===== src/rtl/scie_issue_queue.sv =====
`default_nettype none
// ============================================================================
//  Module   : scie_issue_queue
//  Brief    : Issue/response queue for a fixed-latency pipelined SCIE unit.
//             Commands are issued in order. Each accepted command occupies a
//             credit until its response is consumed. A LATENCY-deep tag
//             pipeline pairs each pu_rd sample with its command, and a
//             DEPTH-entry FIFO holds the results for writeback.
//  Revision : 1.0 - initial release
// ============================================================================
module scie_issue_queue #(
    parameter int LATENCY = 1,
    parameter int DEPTH   = 4
) (
    input  logic        clock,
    input  logic        reset,
    // command channel from the core
    input  logic        cmd_valid,
    output logic        cmd_ready,
    input  logic [31:0] cmd_insn,
    input  logic [31:0] cmd_rs1,
    input  logic [31:0] cmd_rs2,
    input  logic [4:0]  cmd_tag,
    input  logic        cmd_pipelined,
    // pipelined unit
    output logic        pu_valid,
    output logic [31:0] pu_insn,
    output logic [31:0] pu_rs1,
    output logic [31:0] pu_rs2,
    input  logic [31:0] pu_rd,
    // response channel to writeback
    output logic        resp_valid,
    input  logic        resp_ready,
    output logic [31:0] resp_data,
    output logic [4:0]  resp_tag,
    output logic        resp_err,
    output logic        busy
);

    // Pointer width; DEPTH is a power of two, so pointers wrap naturally.
    localparam int c_ptr_w = (DEPTH > 1) ? $clog2(DEPTH) : 1;
    // Counters must be able to represent DEPTH itself.
    localparam int c_cnt_w = $clog2(DEPTH) + 1;

    localparam logic [c_cnt_w-1:0] c_depth   = c_cnt_w'(DEPTH);
    localparam logic [c_cnt_w-1:0] c_cnt_one = c_cnt_w'(1);
    localparam logic [c_ptr_w-1:0] c_ptr_one = c_ptr_w'(1);

    // ------------------------------------------------------------------
    // State
    // ------------------------------------------------------------------
    logic [c_cnt_w-1:0]        r_occ;       // in-flight + queued entries
    logic [LATENCY-1:0]        r_sr_valid;  // tag pipeline valid bits
    logic [LATENCY-1:0][4:0]   r_sr_tag;
    logic [LATENCY-1:0]        r_sr_err;

    logic [31:0]               r_fifo_data [DEPTH];
    logic [4:0]                r_fifo_tag  [DEPTH];
    logic                      r_fifo_err  [DEPTH];
    logic [c_ptr_w-1:0]        r_wr_ptr;
    logic [c_ptr_w-1:0]        r_rd_ptr;
    logic [c_cnt_w-1:0]        r_fifo_cnt;

    // ------------------------------------------------------------------
    // Handshakes
    // ------------------------------------------------------------------
    logic        w_accept;
    logic        w_pop;
    logic        w_push;
    logic [31:0] w_push_data;
    logic [4:0]  w_push_tag;
    logic        w_push_err;

    // Acceptance is gated by reset so a command presented during reset is
    // neither issued nor counted. Credits come from the registered
    // occupancy only, so a pop raises cmd_ready one cycle later.
    always_comb begin
        cmd_ready   = (r_occ < c_depth);
        w_accept    = cmd_valid & cmd_ready & ~reset;
        pu_valid    = w_accept & cmd_pipelined;
        pu_insn     = cmd_insn;
        pu_rs1      = cmd_rs1;
        pu_rs2      = cmd_rs2;
        busy        = (r_occ != '0);
        w_push      = r_sr_valid[LATENCY-1];
        w_push_tag  = r_sr_tag[LATENCY-1];
        w_push_err  = r_sr_err[LATENCY-1];
        // Non-pipelined commands never reach the unit; their result is zero.
        w_push_data = w_push_err ? 32'h0 : pu_rd;
    end

    // Head of the FIFO drives the response. Fields read zero when the FIFO
    // is empty so the response channel is clean out of reset.
    always_comb begin
        resp_valid = (r_fifo_cnt != '0);
        resp_data  = 32'h0;
        resp_tag   = 5'h0;
        resp_err   = 1'b0;
        if (resp_valid) begin
            resp_data = r_fifo_data[r_rd_ptr];
            resp_tag  = r_fifo_tag[r_rd_ptr];
            resp_err  = r_fifo_err[r_rd_ptr];
        end
        w_pop = resp_valid & resp_ready;
    end

    // ------------------------------------------------------------------
    // Occupancy counter: one credit per command from accept until pop.
    // ------------------------------------------------------------------
    // Credit accounting; simultaneous accept and pop cancel out.
    always_ff @(posedge clock) begin
        if (reset) begin
            r_occ <= '0;
        end else begin
            case ({w_accept, w_pop})
                2'b10:   r_occ <= r_occ + c_cnt_one;
                2'b01:   r_occ <= r_occ - c_cnt_one;
                default: r_occ <= r_occ;
            endcase
        end
    end

    // ------------------------------------------------------------------
    // Tag pipeline: stage LATENCY-1 lines up with pu_rd for that command.
    // Every accepted command enters, pipelined or not, to keep order.
    // ------------------------------------------------------------------
    // Shift the {valid, tag, err} record one stage per cycle, never stalled.
    always_ff @(posedge clock) begin
        if (reset) begin
            r_sr_valid <= '0;
            r_sr_tag   <= '0;
            r_sr_err   <= '0;
        end else begin
            r_sr_valid[0] <= w_accept;
            r_sr_tag[0]   <= cmd_tag;
            r_sr_err[0]   <= ~cmd_pipelined;
            for (int i = 1; i < LATENCY; i++) begin
                r_sr_valid[i] <= r_sr_valid[i-1];
                r_sr_tag[i]   <= r_sr_tag[i-1];
                r_sr_err[i]   <= r_sr_err[i-1];
            end
        end
    end

    // ------------------------------------------------------------------
    // Response FIFO. Credits guarantee a free slot for every push, so the
    // push side never checks for full.
    // ------------------------------------------------------------------
    // Storage write; contents need no reset because the outputs are masked.
    always_ff @(posedge clock) begin
        if (w_push) begin
            r_fifo_data[r_wr_ptr] <= w_push_data;
            r_fifo_tag[r_wr_ptr]  <= w_push_tag;
            r_fifo_err[r_wr_ptr]  <= w_push_err;
        end
    end

    // Pointers and entry count; push and pop may happen in the same cycle.
    always_ff @(posedge clock) begin
        if (reset) begin
            r_wr_ptr   <= '0;
            r_rd_ptr   <= '0;
            r_fifo_cnt <= '0;
        end else begin
            if (w_push) begin
                r_wr_ptr <= r_wr_ptr + c_ptr_one;
            end
            if (w_pop) begin
                r_rd_ptr <= r_rd_ptr + c_ptr_one;
            end
            case ({w_push, w_pop})
                2'b10:   r_fifo_cnt <= r_fifo_cnt + c_cnt_one;
                2'b01:   r_fifo_cnt <= r_fifo_cnt - c_cnt_one;
                default: r_fifo_cnt <= r_fifo_cnt;
            endcase
        end
    end

endmodule
`default_nettype wire


===== config.mk =====
export PLATFORM = sky130hd
export DESIGN_NAME = scie_issue_queue
export DESIGN_NICKNAME = d
export VERILOG_FILES = /design/src/rtl/scie_issue_queue.sv
export SDC_FILE = /design/constraint.sdc
export NUM_CORES = 1
export LEC_CHECK = 0
export ABC_AREA = 1
export CAP_MARGIN = 25
export CELL_PAD_IN_SITES_DETAIL_PLACEMENT = 1
export CELL_PAD_IN_SITES_GLOBAL_PLACEMENT = 1
export CORE_ASPECT_RATIO = 1.5
export CORE_MARGIN = 3
export CORE_UTILIZATION = 30
export CTS_CLUSTER_SIZE = 28
export DETAILED_ROUTE_END_ITERATION = 8
export GPL_ROUTABILITY_DRIVEN = 0
export HOLD_SLACK_MARGIN = 0.15
export PLACE_DENSITY_LB_ADDON = 0.1
export SYNTH_ARGS = -nofsm -noshare
export SYNTH_HDL_FRONTEND = slang
export SYNTH_SLANG_ARGS = --single-unit

===== constraint.sdc =====
create_clock -name clock -period 3.9 [get_ports clock]
set_input_delay 0.975 -clock clock [delete_from_list [all_inputs] [get_ports clock]]
set_output_delay 0.975 -clock clock [all_outputs]
set_load 0.01 [all_outputs]

==> flow_summary.toml, run 1 <==
[outcome]
status = "finished clean"

[placement]
dpl.hpwl_um = 13900
place_inst = 1018
port_buffers = 83
dpl_cell_area_mm2 = 0.00816

[clocking]
cts_buffers = 17
cts_tree = "yes"
clkSinkCount = 171
path_clk_slew_ns = 0.06
cts.path.max_buffers = 2
clkLatencyLatePin_ns = 0.42
postCtsHoldBufs = 0
htreeDepth = 4
root_buffer = "clkbuf_16"

[die]
die_width_um = 137
rows = 71
initial_core_util_pct = 30.7
die_h_um = 203
dieArea_mm2 = 0.0279
core_mm2 = 0.0253
io_pins = 276

[drt]
dr.first_iter.drc_count = 267
drtPass1Iterations = 5
drc = 0
wirelength_um = 21400
ant_nets = 0
wire_per_inst_um = 20.4
vias_per_cell = 4.62
via_count = 4851

[global_route]
antenna_found_initial = 0
grt_max_degree = 63
gr-total-overflow = 0
gr-usage-all-layers_pct = 15.8
grt_pass1_vias = 5405
grt_pass1_wl_um = 32300

[setup_path]
path_cells = "buf_4, nor2_1, nor2_1, o21ai_0, a21oi_1, clkdlybuf4s50_1"
required_ns = 2.92
cp_max_fo = 51
cp_common_cell = "nor2_1"
slowest_delay_ns = 0.62
cp_slowest_cell = "clkdlybuf4s50_1"
critical_path_class = "reg2out"
cp-end-kind = "output port"
worstPathArrival_ns = 2.62
start_kind = "register"

[finish]
fin_nets = 855
drive_gt1_share_pct = 7.20
antennaDiodeCount = 0
areaGrowthSynthToFinish_pct = 13.5
fin_cells = 1050
final_area_mm2 = 0.00881

[synth]
ys_seq_area_share_pct = 63.7
syn_nets = 871
yosysTopAreaCell = "edfxtp_1"
post-synth-top-area-fraction_pct = 58.8
synth.top_cells.by_area = "edfxtp_1 (59%), buf_4 (10%), nor2_1 (9.6%), dfxtp_1 (4.9%), inv_1 (3.0%)"
synthesis.area_mm2 = 0.00776
ys.warnings.count = 0
syn_avg_cell_area_um2 = 10.7
synth_seq_cells = 171
syn_inst = 725
yosysUniqueCellTypes = 22

[sta]
worst_pin_slew_ns = 0.974
final.setup_skew_ns = 0.00858
rsz0062_at_grt = "no"
timing.setup.tns_ns = 0
slew_violations = 0
finalHoldViolations = 0
slew_headroom_pct = 35.0
setup_viol = 0
fmax_ghz = 0.278
fin_crit_ns = 3.59
fin_crit_sh_pct = 92.2
whs_ns = 0.434

[pwr]
power.leakage_nw = 3.23
ir_drop_mv = 0.243
power.density_mw_per_mm2 = 667
p_total_mw = 5.88

[min_path]
hp-class = "reg2reg"

[job]
drv_cap = 0
metal layers:
layer / up-vias / global-route usage (%) / share of wire, %
li1: 2258 / - / -
met1: 2359 / 17.0 / 37
met2: 129 / 25.7 / 48
met3: 105 / 5.38 / 7.8
met4: 0 / 10.6 / 6.3
met5: - / 0 / 0
flip-flops by register name, summed over array words and instances (netlist names), named ones only:
register	count
r_fifo_cnt	3
r_fifo_data	128
r_fifo_err	4
r_fifo_tag	20
r_occ	3
r_rd_ptr	2
r_sr_err	1
r_sr_tag	5
r_sr_valid	1
r_wr_ptr	2
cells in the mapped netlist:
library cell	number
o21ai_1	40
nor2_1	199
clkbuf_2	3
buf_2	7
a21oi_1	45
dfxtp_1	19
buf_4	103
nand2_2	1
buf_12	1
edfxtp_1	152
buf_1	2
o21ai_0	42
nand3_1	5
buf_6	8
buf_8	1
nor3_1	1
clkbuf_1	4
inv_1	63
fa_1	2
ha_1	6
nand2_1	18
inv_2	3
worst max-delay path: cells and delay by family (launching register included):
family	cells	cell delay, ns
buf+inv	2	1.11
compound gates	2	0.50
flops	1	0.34
simple gates	2	0.20
power by group:
part	switching, mW	leakage, nW	internal (mW)
sequential	0.0606	1.55	2.12
combinational	1.08	1.37	0.756
clock	0.689	0.310	1.17
total	1.83	3.23	4.05
path summary, 6_finish.rpt:
check | from | end | slack, ns | cells after the start
setup reg to reg | r_fifo_cnt[0] | r_occ[2] | 2.00 | 13
setup / recovery | register | resp_data[20] | 0.31 | 6
hold / removal | r_occ[2] | r_sr_valid | 0.43 | 1
hold reg to reg | r_occ[2] | r_sr_valid | 0.43 | 1
repair_timing:
item                       CTS  global route
setup buffers                0             0
setup endpoints to repair    0             1
gates resized for setup      0             2
hold endpoints to repair     0             0
cells by family (layout without fill, tap and decap cells):
kind of cell             count (synthesis)  after routing  share of synthesized area, %
buffers and inverters                  195            192                          15.7
adder cells (fa/ha/maj)                  8              8                          1.48
AO/OA/AOI/OAI                          127            127                          8.19
flip-flops                             171            171                          63.7
AND/OR/NAND/NOR                        224            224                          11.0
placed cells by master, fill, tap and decap left out, types with 2 or more instances in the layout:
| master | synthesis | final |
|---|---|---|
| nor2_1 | 199 | 199 |
| edfxtp_1 | 152 | 152 |
| clkdlybuf4s50_1 | 0 | 83 |
| inv_1 | 63 | 59 |
| a21oi_1 | 45 | 45 |
| o21ai_0 | 42 | 42 |
| o21ai_1 | 40 | 40 |
| nand2_1 | 18 | 18 |
| clkbuf_16 | 0 | 17 |
| dfxtp_1 | 19 | 16 |
| buf_4 | 103 | 8 |
| inv_2 | 3 | 6 |
| ha_1 | 6 | 6 |
| nand3_1 | 5 | 5 |
| bufinv_16 | 0 | 5 |
| dfxtp_2 | 0 | 3 |
| clkinvlp_4 | 0 | 3 |
| buf_12 | 1 | 3 |
| fa_1 | 2 | 2 |
| clkinv_2 | 0 | 2 |
| clkbuf_8 | 0 | 2 |
final cells by class:
class	count	area, µm²
Fill cell	2765	16500
Timing Repair Buffer	94	951
Multi-Input combinational cell	359	1600
Clock inverter	12	195
Clock buffer	20	457
Sequential cell	171	4950
Tap cell	328	410
Inverter	66	250
metrics by stage:
stage,utilization (%),worst slack [ns]
after floorplan,-,1.37
after global placement,32.1,0.481
after detailed placement,32.2,0.483
after CTS,34.8,0.155
after global routing,34.8,0.158
final,34.8,0.306
Power figures use the tool's default switching activity.
==> inputs of run 2 (changes only) <==
- CORE_ASPECT_RATIO: 1.5 -> not set
==> run 2 against run 1 <==
Effect of this change:
- highest routed layer unchanged
- flip-flop and latch count stayed put
- first-iteration DRC count is 28% lower
- sequential power hardly changed
- critical path depth is 1 lower
- clock skew is 0.0023 ns lower
- clock-buffer cell count is 2 lower
- non-clock buffer count is 2 higher
==> flow_summary.toml, run 2 (synthesis gave the netlist of run 1 again) <==
[pwr]
power.leakage_nw = 3.20
p_total_mw = 5.57
power.density_mw_per_mm2 = 636
ir_drop_mv = 0.303

[outcome]
status = "finished clean"

[finish]
top_register = "r_fifo_data"
multiInputGateArea_mm2 = 0.00160
nFillCells = 2769
drive_gt1_share_pct = 7.32
areaGrowthSynthToFinish_pct = 12.7
antennaDiodeCount = 0
fin_nets = 857
final_area_mm2 = 0.00875
seq_area_mm2 = 0.00495
mostFrequentLayoutCell = "nor2_1"
final_cell_mix = "nor2_1 (199), edfxtp_1 (152), clkdlybuf4s50_1 (83)"
largest_registers = "r_fifo_data x128, r_fifo_tag x20, r_sr_tag x5"
largest_reg_flops = 128
fin_cells = 1054

[drt]
via_count = 4710
dr.first_iter.drc_count = 193
vias_per_cell = 4.47
drc = 0
ant_nets = 0
wirelength_um = 18500
drtPass1Iterations = 4
wire_per_inst_um = 17.5

[sta]
worst_pin_slew_ns = 0.999
fin_crit_sh_pct = 90.1
setup_viol = 0
fin_crit_ns = 3.51
fmax_ghz = 0.285
slew_headroom_pct = 33.4
rsz0062_at_grt = "no"
whs_ns = 0.454
slew_violations = 0
finalHoldViolations = 0
timing.setup.tns_ns = 0
final.setup_skew_ns = 0.00625

[clocking]
clkSinkCount = 171
cts_tree = "yes"
cts_setup_buffers = 0
htreeDepth = 4
root_buffer = "clkbuf_16"
postCtsHoldBufs = 0
clkLatencyLatePin_ns = 0.41
cts_buffers = 17
path_clk_slew_ns = 0.06
cts.path.max_buffers = 2
cts_resized = 0

[die]
core_mm2 = 0.0253
rows = 58
dieArea_mm2 = 0.0278
die_width_um = 167
io_pins = 276
die_h_um = 167
initial_core_util_pct = 30.7

[setup_path]
worstPathArrival_ns = 2.54
start_kind = "register"
cp_max_fo = 46
critical_path_class = "reg2out"
required_ns = 2.92
cp-end-kind = "output port"
r2r_slack_ns = 1.99

[placement]
place_inst = 1022
dpl.hpwl_um = 11400
dpl_cell_area_mm2 = 0.00820
port_buffers = 83

[min_path]
hp-class = "reg2reg"

[global_route]
gr-usage-all-layers_pct = 13.4
antenna_found_initial = 0
grt_max_degree = 47
gr-total-overflow = 0
grt_pass1_vias = 5282
grt_pass1_wl_um = 29000

[job]
drv_cap = 0
run 2: cell type report:
class                      count  area share, %
clock buffer                  18           4.90
clock inverter                14           1.37
inverter                      66           2.83
multi-input combinational    359           18.3
sequential                   171           56.6
tap                          330           4.72
timing repair buffer          96           11.3
run 2: worst max-delay path, stage by stage, from the launching register on:
cell,delay [ns]
dfxtp_4,0.45
inv_2,0.38
buf_12,0.28
o21ai_0,0.13
a21oi_1,0.27
clkdlybuf4s50_1,0.59
run 2: report_power, final:
| part | internal [mW] | switching (mW) |
|---|---|---|
| logic | 0.758 | 1.02 |
| clock network | 0.883 | 0.705 |
| registers | 2.12 | 0.0822 |
| total | 3.76 | 1.81 |
run 2: final timing paths:
| check | to | start | cells past startpoint |
|---|---|---|---|
| max reg2reg | r_fifo_cnt[2] | r_fifo_cnt[0] | 13 |
| max | resp_data[10] | register | 5 |
| min | r_sr_valid | r_occ[2] | 1 |
| min reg2reg | r_sr_valid | r_occ[2] | 1 |
run 2: stage by stage:
step	worst slack, ns	util [%]
floorplan	1.37	-
global placement	0.575	32.1
detailed placement	0.481	32.4
CTS	0.278	34.6
global route	0.199	34.6
finish	0.387	34.6
run 2: layer usage:
layer  vias up  wire length, µm  track usage [%]
li1       2263                -                -
met1      2268             7740             15.3
met2       120             9330             23.9
met3        59              887             3.37
met4         0              497             5.31
met5         -                0                0
==> inputs of run 3 (changes only) <==
- HOLD_SLACK_MARGIN: 0.15 -> 0.08
- RECOVER_POWER: not set -> 25
==> run 3 against run 2 <==
Effect of this change:
- the run now ends with capacitance limit, slew limit left
- sequential power barely moved
- register-to-register slack got worse by 1.1 ns
- largest power group unchanged
- power fell by 0.12%
- core utilization fell by 0.15 points
- largest cell class unchanged
- routed wire length barely moved
- clock-buffer cell count did not move
- clock power barely moved
- final cell count did not move
- highest routed layer unchanged
- clock skew barely moved
- worst setup slack got worse by 0.0035 ns
- fmax barely moved
- via count fell by 0.23%
==> flow_summary.toml, run 3 (synthesis gave the netlist of run 1 again) <==
[outcome]
status = "finished, violations left"
violations = "capacitance limit, slew limit"

[clocking]
cts_tree = "yes"
cts_buffers = 17
path_clk_slew_ns = 0.06
cts.path.max_buffers = 2
htreeDepth = 4
clkSinkCount = 171
postCtsHoldBufs = 0
root_buffer = "clkbuf_16"
cts_resized = 0
cts_setup_buffers = 0
clkLatencyLatePin_ns = 0.41

[placement]
place_inst = 1022
port_buffers = 83
dpl.hpwl_um = 11400
dpl_cell_area_mm2 = 0.00820

[drt]
dr.first_iter.drc_count = 196
wire_per_inst_um = 17.5
drtPass1Iterations = 4
wirelength_um = 18500
drc = 0
ant_nets = 0
via_count = 4699
vias_per_cell = 4.46

[finish]
seq_area_mm2 = 0.00495
largest_registers = "r_fifo_data x128, r_fifo_tag x20, r_sr_tag x5"
nFillCells = 2770
largest_reg_flops = 128
areaGrowthSynthToFinish_pct = 12.2
antennaDiodeCount = 0
top_register = "r_fifo_data"
drive_gt1_share_pct = 6.22
fin_nets = 857
final_area_mm2 = 0.00872
mostFrequentLayoutCell = "nor2_1"
multiInputGateArea_mm2 = 0.00160
fin_cells = 1054
final_cell_mix = "nor2_1 (199), edfxtp_1 (152), clkdlybuf4s50_1 (82)"

[setup_path]
r2r_cells = 4
critical_path_class = "reg2out"
worstPathArrival_ns = 2.54
r2r_slack_ns = 0.92
cp_max_fo = 46
path_cells = "inv_2, buf_12, o21ai_0, a21oi_1, clkdlybuf4s50_1"
endpoint = "resp_data[10]"
cp-end-kind = "output port"
cp_slowest_cell = "clkdlybuf4s50_1"
timing.rr.end = "r_fifo_data[3][16]"
r2r-start = "r_wr_ptr[0]"
required_ns = 2.92
start_kind = "register"
slowest_delay_ns = 0.59

[sta]
fin_crit_sh_pct = 90.2
slew_headroom_pct = -48.1
setup_viol = 0
finalHoldViolations = 0
timing.setup.tns_ns = 0
slew_violations = 99
final.setup_skew_ns = 0.00625
worst_pin_slew_ns = 2.22
rsz0062_at_grt = "no"
fmax_ghz = 0.284
fin_crit_ns = 3.52

[die]
rows = 58
die_h_um = 167
core_mm2 = 0.0253
die_width_um = 167
dieArea_mm2 = 0.0278
io_pins = 276
initial_core_util_pct = 30.7

[pwr]
power.density_mw_per_mm2 = 638
ir_drop_mv = 0.303
power.leakage_nw = 3.19

[global_route]
grt_max_degree = 47
grt_pass1_vias = 5282
gr-usage-all-layers_pct = 13.4
gr-total-overflow = 0
antenna_found_initial = 0
grt_pass1_wl_um = 29000

[job]
drv_cap = 3

[min_path]
whs_path_depth = 1
hp-class = "reg2reg"
==> run 3: area by class of cell <==
| class | count | area share (%) |
|---|---|---|
| Timing Repair Buffer | 96 | 11.0 |
| Multi-Input combinational cell | 359 | 18.4 |
| Tap cell | 330 | 4.74 |
| Inverter | 66 | 2.84 |
| Clock buffer | 18 | 4.92 |
| Sequential cell | 171 | 56.8 |
| Clock inverter | 14 | 1.38 |
==> run 3: report_power, final <==
group	leakage [nW]	switching [mW]	internal [mW]
clock	0.267	0.703	0.883
combinational	1.37	1.02	0.755
sequential	1.55	0.0815	2.12
total	3.19	1.80	3.76
==> run 3: per-layer routing <==
metal | wire [µm] | track usage (%) | vias up | part of all wire (%)
met5 | 0 | 0 | - | 0
met4 | 497 | 5.31 | 0 | 2.7
met3 | 980 | 3.37 | 59 | 5.3
met2 | 9340 | 23.9 | 126 | 51
met1 | 7640 | 15.3 | 2250 | 41
li1 | - | - | 2264 | -
==> run 3: worst min path at each step <==
stage	startpoint	endpoint	slack (ns)
after detailed placement	r_occ[2]	r_sr_valid	0.44
after CTS	r_occ[2]	r_sr_valid	0.46
after global routing	r_occ[2]	r_sr_valid	0.47
after global placement	r_occ[2]	r_sr_valid	0.44
final	r_occ[2]	r_sr_valid	0.45
after floorplan	r_occ[2]	r_sr_valid	0.41
==> run 3: through the flow <==
stage          utilization (%)  setup slack (ns)  hold slack, ns  total power, mW
2_1_floorplan                -              1.37           0.409             3.31
3_3_place_gp              32.1             0.575           0.441             4.05
3_5_place_dp              32.4             0.481           0.437             4.09
4_1_cts                   34.6             0.278           0.458             5.69
5_1_grt                   34.4             0.199           0.473             5.92
6_report                  34.4             0.383           0.453             5.56
==> run 3: worst max-delay path, delay by kind of cell (launching register included) <==
family	cells	cell delay, ns
compound gates	2	0.40
flops	1	0.45
buf+inv	3	1.26
